[config.mk]
export PLATFORM = sky130hd
export DESIGN_NAME = dmem_arbiter
export DESIGN_NICKNAME = d
export VERILOG_FILES = /design/src/rtl/dmem_arbiter_pkg.sv /design/src/rtl/dmem_arb_pick.sv /design/src/rtl/dmem_arbiter.sv
export SDC_FILE = /design/constraint.sdc
export NUM_CORES = 1
export LEC_CHECK = 0
export BUFFER_PORTS_ARGS = -buffer_cell sky130_fd_sc_hd__buf_2
export CAP_MARGIN = 0
export CORE_ASPECT_RATIO = 2
export CORE_MARGIN = 3
export CORE_UTILIZATION = 48
export DETAILED_ROUTE_END_ITERATION = 16
export GPL_ROUTABILITY_DRIVEN = 0
export PLACE_DENSITY = 0.81
export SLEW_MARGIN = 20
export SYNTH_ARGS = -nofsm -noshare
export SYNTH_HDL_FRONTEND = slang
export SYNTH_SLANG_ARGS = --single-unit
[constraint.sdc]
create_clock -name clk -period 2.46 [get_ports clk]
set_input_delay 0.492 -clock clk [delete_from_list [all_inputs] [get_ports clk]]
set_output_delay 0.492 -clock clk [all_outputs]
set_load 0.01 [all_outputs]
[src/rtl/dmem_arbiter_pkg.sv]
// Shared types and codes for the two-port data-memory arbiter.
package dmem_arbiter_pkg;

    typedef enum logic [1:0] {
        IDLE  = 2'd0,
        GRANT = 2'd1,
        RWAIT = 2'd2,
        RDONE = 2'd3
    } arb_state_e;

    localparam logic [1:0] SZ_BYTE = 2'b01;
    localparam logic [1:0] SZ_HALF = 2'b10;
    localparam logic [1:0] SZ_WORD = 2'b11;

    // Command fields captured from the winning port at arbitration.
    typedef struct packed {
        logic        we;
        logic [1:0]  size;
        logic [31:0] wdata;
    } cmd_t;

endpackage

[src/rtl/dmem_arb_pick.sv]
// Combinational winner select: port 0 has priority unless port 1 is alone
// or has been starved long enough (force1).
module dmem_arb_pick (
    input  logic req0,
    input  logic req1,
    input  logic force1,
    output logic any,
    output logic win1
);

    assign any  = req0 | req1;
    assign win1 = req1 & (~req0 | force1);

endmodule

[src/rtl/dmem_arbiter.sv]
// Two-port arbiter in front of a single data memory. One transaction in
// flight; reads take GRANT -> RWAIT -> RDONE, writes commit in GRANT.
module dmem_arbiter
    import dmem_arbiter_pkg::*;
#(
    parameter int ADDR_WIDTH = 10,
    parameter int MAX_WAIT   = 4
) (
    input  logic                  clk,
    input  logic                  i_rst_n,
    input  logic                  i_req0,
    input  logic                  i_we0,
    input  logic [ADDR_WIDTH-1:0] i_addr0,
    input  logic [1:0]            i_size0,
    input  logic [31:0]           i_wdata0,
    output logic                  o_gnt0,
    output logic                  o_rvalid0,
    output logic [31:0]           o_rdata0,
    input  logic                  i_req1,
    input  logic                  i_we1,
    input  logic [ADDR_WIDTH-1:0] i_addr1,
    input  logic [1:0]            i_size1,
    input  logic [31:0]           i_wdata1,
    output logic                  o_gnt1,
    output logic                  o_rvalid1,
    output logic [31:0]           o_rdata1,
    output logic [ADDR_WIDTH-1:0] o_mem_waddr,
    output logic [ADDR_WIDTH-1:0] o_mem_raddr,
    output logic [1:0]            o_mem_size,
    output logic                  o_mem_wen,
    output logic                  o_mem_ren,
    output logic [31:0]           o_mem_din,
    input  logic [31:0]           i_mem_dout
);

    localparam int WCW = (MAX_WAIT < 1) ? 1 : $clog2(MAX_WAIT + 1);
    localparam logic [WCW-1:0] WAIT_MAX = WCW'(MAX_WAIT);

    arb_state_e            state, state_nx;
    cmd_t                  cmd_q, cmd_sel;
    logic [ADDR_WIDTH-1:0] addr_q, addr_sel;
    logic                  win1_q;
    logic [WCW-1:0]        wait_cnt;
    logic [1:0][31:0]      rdata_q;
    logic                  any, win1, arb;

    dmem_arb_pick u_pick (
        .req0   (i_req0),
        .req1   (i_req1),
        .force1 (wait_cnt == WAIT_MAX),
        .any    (any),
        .win1   (win1)
    );

    // An arbitration happens only on an IDLE cycle with something pending.
    assign arb      = (state == IDLE) && any;
    assign cmd_sel  = win1 ? '{we: i_we1, size: i_size1, wdata: i_wdata1}
                           : '{we: i_we0, size: i_size0, wdata: i_wdata0};
    assign addr_sel = win1 ? i_addr1 : i_addr0;

    // State register.
    always_ff @(posedge clk or negedge i_rst_n) begin
        if (!i_rst_n) state <= IDLE;
        else          state <= state_nx;
    end

    // Capture the winner's command; it drives the memory for the whole txn.
    always_ff @(posedge clk or negedge i_rst_n) begin
        if (!i_rst_n) begin
            cmd_q  <= '0;
            addr_q <= '0;
            win1_q <= 1'b0;
        end else if (arb) begin
            cmd_q  <= cmd_sel;
            addr_q <= addr_sel;
            win1_q <= win1;
        end
    end

    // Starvation counter for port 1: counts lost arbitrations, clears on win.
    always_ff @(posedge clk or negedge i_rst_n) begin
        if (!i_rst_n) begin
            wait_cnt <= '0;
        end else if (arb) begin
            if (win1)                              wait_cnt <= '0;
            else if (i_req1 && wait_cnt != WAIT_MAX) wait_cnt <= wait_cnt + 1'b1;
        end
    end

    // Read data lands in the winner's holding register; the other port keeps its value.
    always_ff @(posedge clk or negedge i_rst_n) begin
        if (!i_rst_n)              rdata_q <= '0;
        else if (state == RWAIT)   rdata_q[win1_q] <= i_mem_dout;
    end

    assign o_rdata0 = rdata_q[0];
    assign o_rdata1 = rdata_q[1];

    // Next state and memory/handshake outputs decoded from the state.
    always_comb begin
        state_nx    = state;
        o_gnt0      = 1'b0;
        o_gnt1      = 1'b0;
        o_rvalid0   = 1'b0;
        o_rvalid1   = 1'b0;
        o_mem_waddr = '0;
        o_mem_raddr = '0;
        o_mem_size  = '0;
        o_mem_wen   = 1'b0;
        o_mem_ren   = 1'b0;
        o_mem_din   = '0;
        case (state)
            IDLE: begin
                if (any) state_nx = GRANT;
            end
            GRANT: begin
                o_gnt0      = ~win1_q;
                o_gnt1      = win1_q;
                o_mem_waddr = addr_q;
                o_mem_raddr = addr_q;
                o_mem_size  = cmd_q.size;
                if (cmd_q.we) begin
                    o_mem_wen = 1'b1;
                    o_mem_din = cmd_q.wdata;
                    state_nx  = IDLE;
                end else begin
                    o_mem_ren = 1'b1;
                    state_nx  = RWAIT;
                end
            end
            RWAIT: begin
                // Memory output is valid only while raddr/ren stay put.
                o_mem_ren   = 1'b1;
                o_mem_raddr = addr_q;
                o_mem_size  = cmd_q.size;
                state_nx    = RDONE;
            end
            RDONE: begin
                o_rvalid0 = ~win1_q;
                o_rvalid1 = win1_q;
                state_nx  = IDLE;
            end
            default: state_nx = IDLE;
        endcase
    end

endmodule

== Word-level counts from Yosys, hierarchy flattened ==
Index checks and enable logic that the tools add are counted.

* Add/subtract/negate cells: 1
* $lt $le $gt $ge: 2
* Equal/unequal tests: 6
* Multiplexer cells: 23
* Bitwise operators: 5
* Reductions and logical operators: 7

{| class="wikitable"
|+ Operator list
! cell !! number
|-
| $mux W32 || 3
|-
| $bwmux W64 || 1
|-
| $mux W35 || 1
|-
| $demux W32 S1 || 1
|-
| $mux W10 || 3
|-
| $pmux W2 S4 || 1
|-
| $mux W1 || 7
|-
| $mux W2 || 3
|-
| $mux W3 || 2
|-
| $eq A2 B2 Y1 const B || 2
|-
| $add A3 B1 Y3 const B || 1
|-
| $eq A3 B3 Y1 const B || 1
|-
| $logic_and A1 B1 Y1 || 3
|-
| $ne A3 B3 Y1 const B || 1
|-
| $eq A2 B1 Y1 const B || 1
|-
| $logic_not A2 Y1 || 1
|-
| $lt A1 B2 Y1 const B || 1
|-
| $ne A2 B2 Y1 const B || 1
|-
| $not A1 Y1 || 2
|-
| $or A1 B1 Y1 || 2
|-
| $pmux W1 S2 || 1
|-
| $reduce_and A2 Y1 || 1
|-
| $reduce_bool A2 Y1 || 1
|-
| $reduce_or A2 Y1 || 1
|-
| other kinds (2) || 2
|}

* Bits in registers: 115
* Output and inout bits: 124
* Logic and storage cells: 53

== Logic depth before layout (Yosys ltp) ==
* Word-level depth: 5
* Gate-level depth with buffers: 8

== Hierarchy ==
From an unflattened synthesis, not the netlist that was laid out.

* Cells, all modules: 444
* Area, all modules: 5276.3 µm²

{| class="wikitable"
|+ Modules (own cells, without submodules)
! module !! instances !! cells each !! area each (µm²) !! sequential area each (µm²)
|-
| dmem_arbiter || 1 || 441 || 5258.8 || 2877.8
|-
| dmem_arb_pick || 1 || 3 || 17.5 || 0.0
|}

== Worst setup path before layout ==
Ideal clock, no wire load.

* Path type: reg2reg
* From: register state[0]
* To: register (tool-made name)
* Arrival time: 1.617 ns
* Required time: 2.335 ns
* Setup slack: 0.718 ns
* Cell stages (with the launch flop): 7
* Path buffers: 1
* Cells stage by stage: dfrtp_1 inv_1 ha_1 buf_2 or3b_2 nand2_1 mux2_2

{| class="wikitable"
|+ RTL lines
! what !! RTL line !! RTL
|-
| from (decl) || dmem_arbiter.sv:39 || <nowiki>arb_state_e state, state_nx;</nowiki>
|-
| from (signal assigned) || dmem_arbiter.sv:64 || <nowiki>else state <= state_nx;</nowiki>
|}

==> flow_summary.json <==
{
  "outcome": "finished clean",
  "worstSkewPairLatency_ns": 0.40,
  "overflow": 0,
  "routed_wl_um": 16380,
  "dp_hpwl_um": 12110,
  "dr.max_layer_used": "met5",
  "cts_inserted_buffers": 17,
  "cp_num_buf_inv": 3,
  "die_w_um": 82.49,
  "required_ns": 1.97,
  "rows": 55,
  "hold_violations": 0,
  "max_cap_viol_count": 0,
  "power_frac_seq_pct": 34.0,
  "seq_area_frac_synth_pct": 51.24,
  "comb_power_share_pct": 43.1,
  "power_leakage_nw": 3.916,
  "drcViolationCount": 0,
  "max_slew_margin_pct": 57.42,
  "irDropWorstVdd_uv": 697.7,
  "clock_skew_ns": 0.007198,
  "critPathTopFamily": "buffers and inverters",
  "hp-class": "input port to asynchronous set/reset pin",
  "fmax_ghz": 0.4273,
  "die_y_um": 159.0,
  "antenna_found_initial": 1,
  "rsz0062_at_grt": "false",
  "synthCells": 499,
  "ctsResizeCount": 0,
  "crit_type": "flip-flop to output pin",
  "synth_mux_area_share_pct": 13.23,
  "wl_met1_um": 6113,
  "dr_wl_met2_um": 8602,
  "synth_top_family_by_area": "simple AND/OR/NAND/NOR gates",
  "grt_max_degree": 49,
  "synth_nets": 632,
  "worst_setup_path_end_kind": "output pin",
  "ant_nets": 0,
  "routedWlPerCell_um": 18.37,
  "synthSimpleGateAreaFrac_pct": 18.82,
  "cts.sinks": 115,
  "fin_crit_ns": 2.340,
  "fp.dieArea_sq_um": 13110,
  "cts_tree": "yes",
  "clk_pin_slew_ns": 0.06,
  "vias": 4916,
  "cts_setup_buffers": 0,
  "avgViaCountPerCell": 5.511,
  "clockBufferDepth": 2,
  "crit_path_top_delay_cell": "dfrtp_1",
  "pwr-share-clk_pct": 22.9,
  "worst_path_largest_cell_delay_ns": 0.41,
  "final_core_util_pct": 66.75,
  "startpoint_type": "flip-flop",
  "arrival_ns": 1.85,
  "synth-compound-area-share_pct": 10.76,
  "grt_usage_pct": 24.74,
  "p_sw_mw": 3.781,
  "diodes": 0,
  "tightest_slew_ns": 0.6387,
  "ys_ff_latch": 115,
  "powerDensity_nw_per_um2": 1318,
  "timing.setup.tns_ns": 0,
  "coreArea_sq_um": 11350,
  "drive_gt1_share_pct": 54.40,
  "firstDrtPassIters": 4,
  "root_buffer": "clkbuf_16",
  "syn_to_final_growth_pct": 34.95,
  "grt_pass1_vias": 5185,
  "avgSynthCellArea_sq_um": 11.26,
  "crit_chain": "inv_1 > ha_1 > buf_4 > nor2b_1 > o21a_1 > buf_2",
  "grt_first_pass_wirelength_um": 25220,
  "regToRegStartpoint": "state[0]$_DFFE_PN0P_",
  "synth_cell_type_count": 27,
  "port_buffers": 249,
  "period_share_pct": 95.13,
  "wl_met3_um": 1241,
  "ctsHtreeMaxLevel": 4,
  "synth_xor_area_share_pct": 0,
  "power_switching_share_pct": 37.85,
  "worstPathMaxFanout": 25,
  "start_util_pct": 49.47,
  "cts_hold_buf": 0,
  "ys_warn_count": 0,
  "intPower_mw": 6.208,
  "syn-cell-area_sq_um": 5617,
  "drv_slew": 0,
  "setup_viol": 0,
  "io-pin-count": 250,
  "synthAdderAreaFrac_pct": 1.559,
  "drt_iter0_markers": 215,
  "finalNetCount": 871
}
## sequential cells by signal, summed over array words and instances (netlist names), named ones only
signal    cells
o_rdata1     32
state         1
o_rdata0     32
cmd_q        35
addr_q       10
win1_q        1
wait_cnt      3
## per-layer routing
layer,up-vias,global-route usage [%]
li1,2261,-
met1,2382,28.43
met2,235,42.87
met3,36,5.210
met4,2,10.57
met5,-,0
## placed cells by master, fill, tap and decap left out, drive strengths merged, types with 2 or more instances in the layout
cell type | synthesis | final
clkinv | 0 | 6
and2 | 26 | 26
buf | 24 | 266
clkinvlp | 0 | 4
inv | 4 | 7
mux2 | 66 | 66
nor2b | 4 | 4
o21a | 2 | 2
clkbuf | 22 | 17
nand4 | 46 | 46
and3 | 32 | 32
o211ai | 45 | 45
dfrtp | 115 | 115
ha | 7 | 7
o21ai | 6 | 6
nand2 | 94 | 94
## through the flow
stage / power [mW] / instances / hold WS [ns] / instance area, sq um / setup slack, ns
finish: 9.988 / 892 / 0.1211 / 7580 / 0.1199
global route: 10.62 / 892 / 0.1510 / 7580 / 0.01085
CTS: 10.04 / 891 / 0.1274 / 7552 / 0.1060
detailed placement: 7.715 / 860 / 0.4659 / 6995 / 0.2902
global placement: 7.481 / 860 / 0.4668 / 6995 / 0.3999
floorplan: 5.952 / 499 / 0.1964 / 5617 / 0.7180
## cell usage after synthesis
| cell | count | area share (%) |
|---|---|---|
| o211ai_1 | 5 | 0.67 |
| buf_2 | 14 | 1.2 |
| o21a_1 | 2 | 0.27 |
| nand3_1 | 1 | 0.089 |
| nand2_1 | 94 | 6.3 |
| mux2_2 | 64 | 13 |
| or3b_2 | 1 | 0.16 |
| mux2_1 | 2 | 0.40 |
| o211ai_2 | 40 | 8.9 |
| inv_1 | 4 | 0.27 |
| nor2b_1 | 4 | 0.45 |
| nand4_1 | 46 | 5.1 |
| o21ai_2 | 1 | 0.16 |
| nor3b_1 | 1 | 0.13 |
| dfrtp_1 | 115 | 51 |
| clkbuf_1 | 22 | 1.5 |
| and2_4 | 1 | 0.16 |
| buf_1 | 4 | 0.27 |
| nor3_1 | 1 | 0.089 |
| buf_6 | 5 | 1.0 |
| ha_1 | 7 | 1.6 |
| a21bo_2 | 1 | 0.18 |
| o21ai_0 | 5 | 0.45 |
| and2_1 | 25 | 2.8 |
| buf_4 | 1 | 0.13 |
| a21o_1 | 1 | 0.13 |
| and3_1 | 32 | 3.6 |
## logic make-up (layout without fill, tap and decap cells)
logic type,Yosys count,after routing
AND/OR/NAND/NOR,206,206
flip-flops,115,115
multiplexers,66,66
AO/OA/AOI/OAI,55,55
buffers and inverters,50,301
adder cells (fa/ha/maj),7,7
## worst paths after layout
check	endpoint	slack [ns]	depth (start not counted)
max	o_mem_ren	0.12	6
min reg2reg	cmd_q[8]$_DFFE_PN0P_	0.48	2
max reg2reg	cmd_q[4]$_DFFE_PN0P_	0.54	7
min	o_rdata0[1]$_DFFE_PN0P_	0.12	1
min in group clk	o_rdata0[1]$_DFFE_PN0P_	0.34	2
max in group asynchronous	cmd_q[21]$_DFFE_PN0P_	1.69	2
## area by class of cell
cell class | count | area, sq um
clock buffers | 17 | 425.4
clock inverters | 14 | 131.4
fillers | 866 | 3775
inverters | 4 | 15.01
multi-input cells | 334 | 2506
flip-flops and latches | 115 | 2878
well taps | 142 | 177.7
repair buffers | 266 | 1446
## power groups by stage
stage | logic, mW | clock network (mW) | registers, mW
after global placement | 4.11 | 0 | 3.37
final | 4.31 | 2.29 | 3.40
after detailed placement | 4.30 | 0 | 3.41
after global routing | 4.69 | 2.42 | 3.52
after CTS | 4.31 | 2.34 | 3.40
after floorplan | 2.41 | 0 | 3.54
Note: power is estimated with default switching activity, not from simulation.
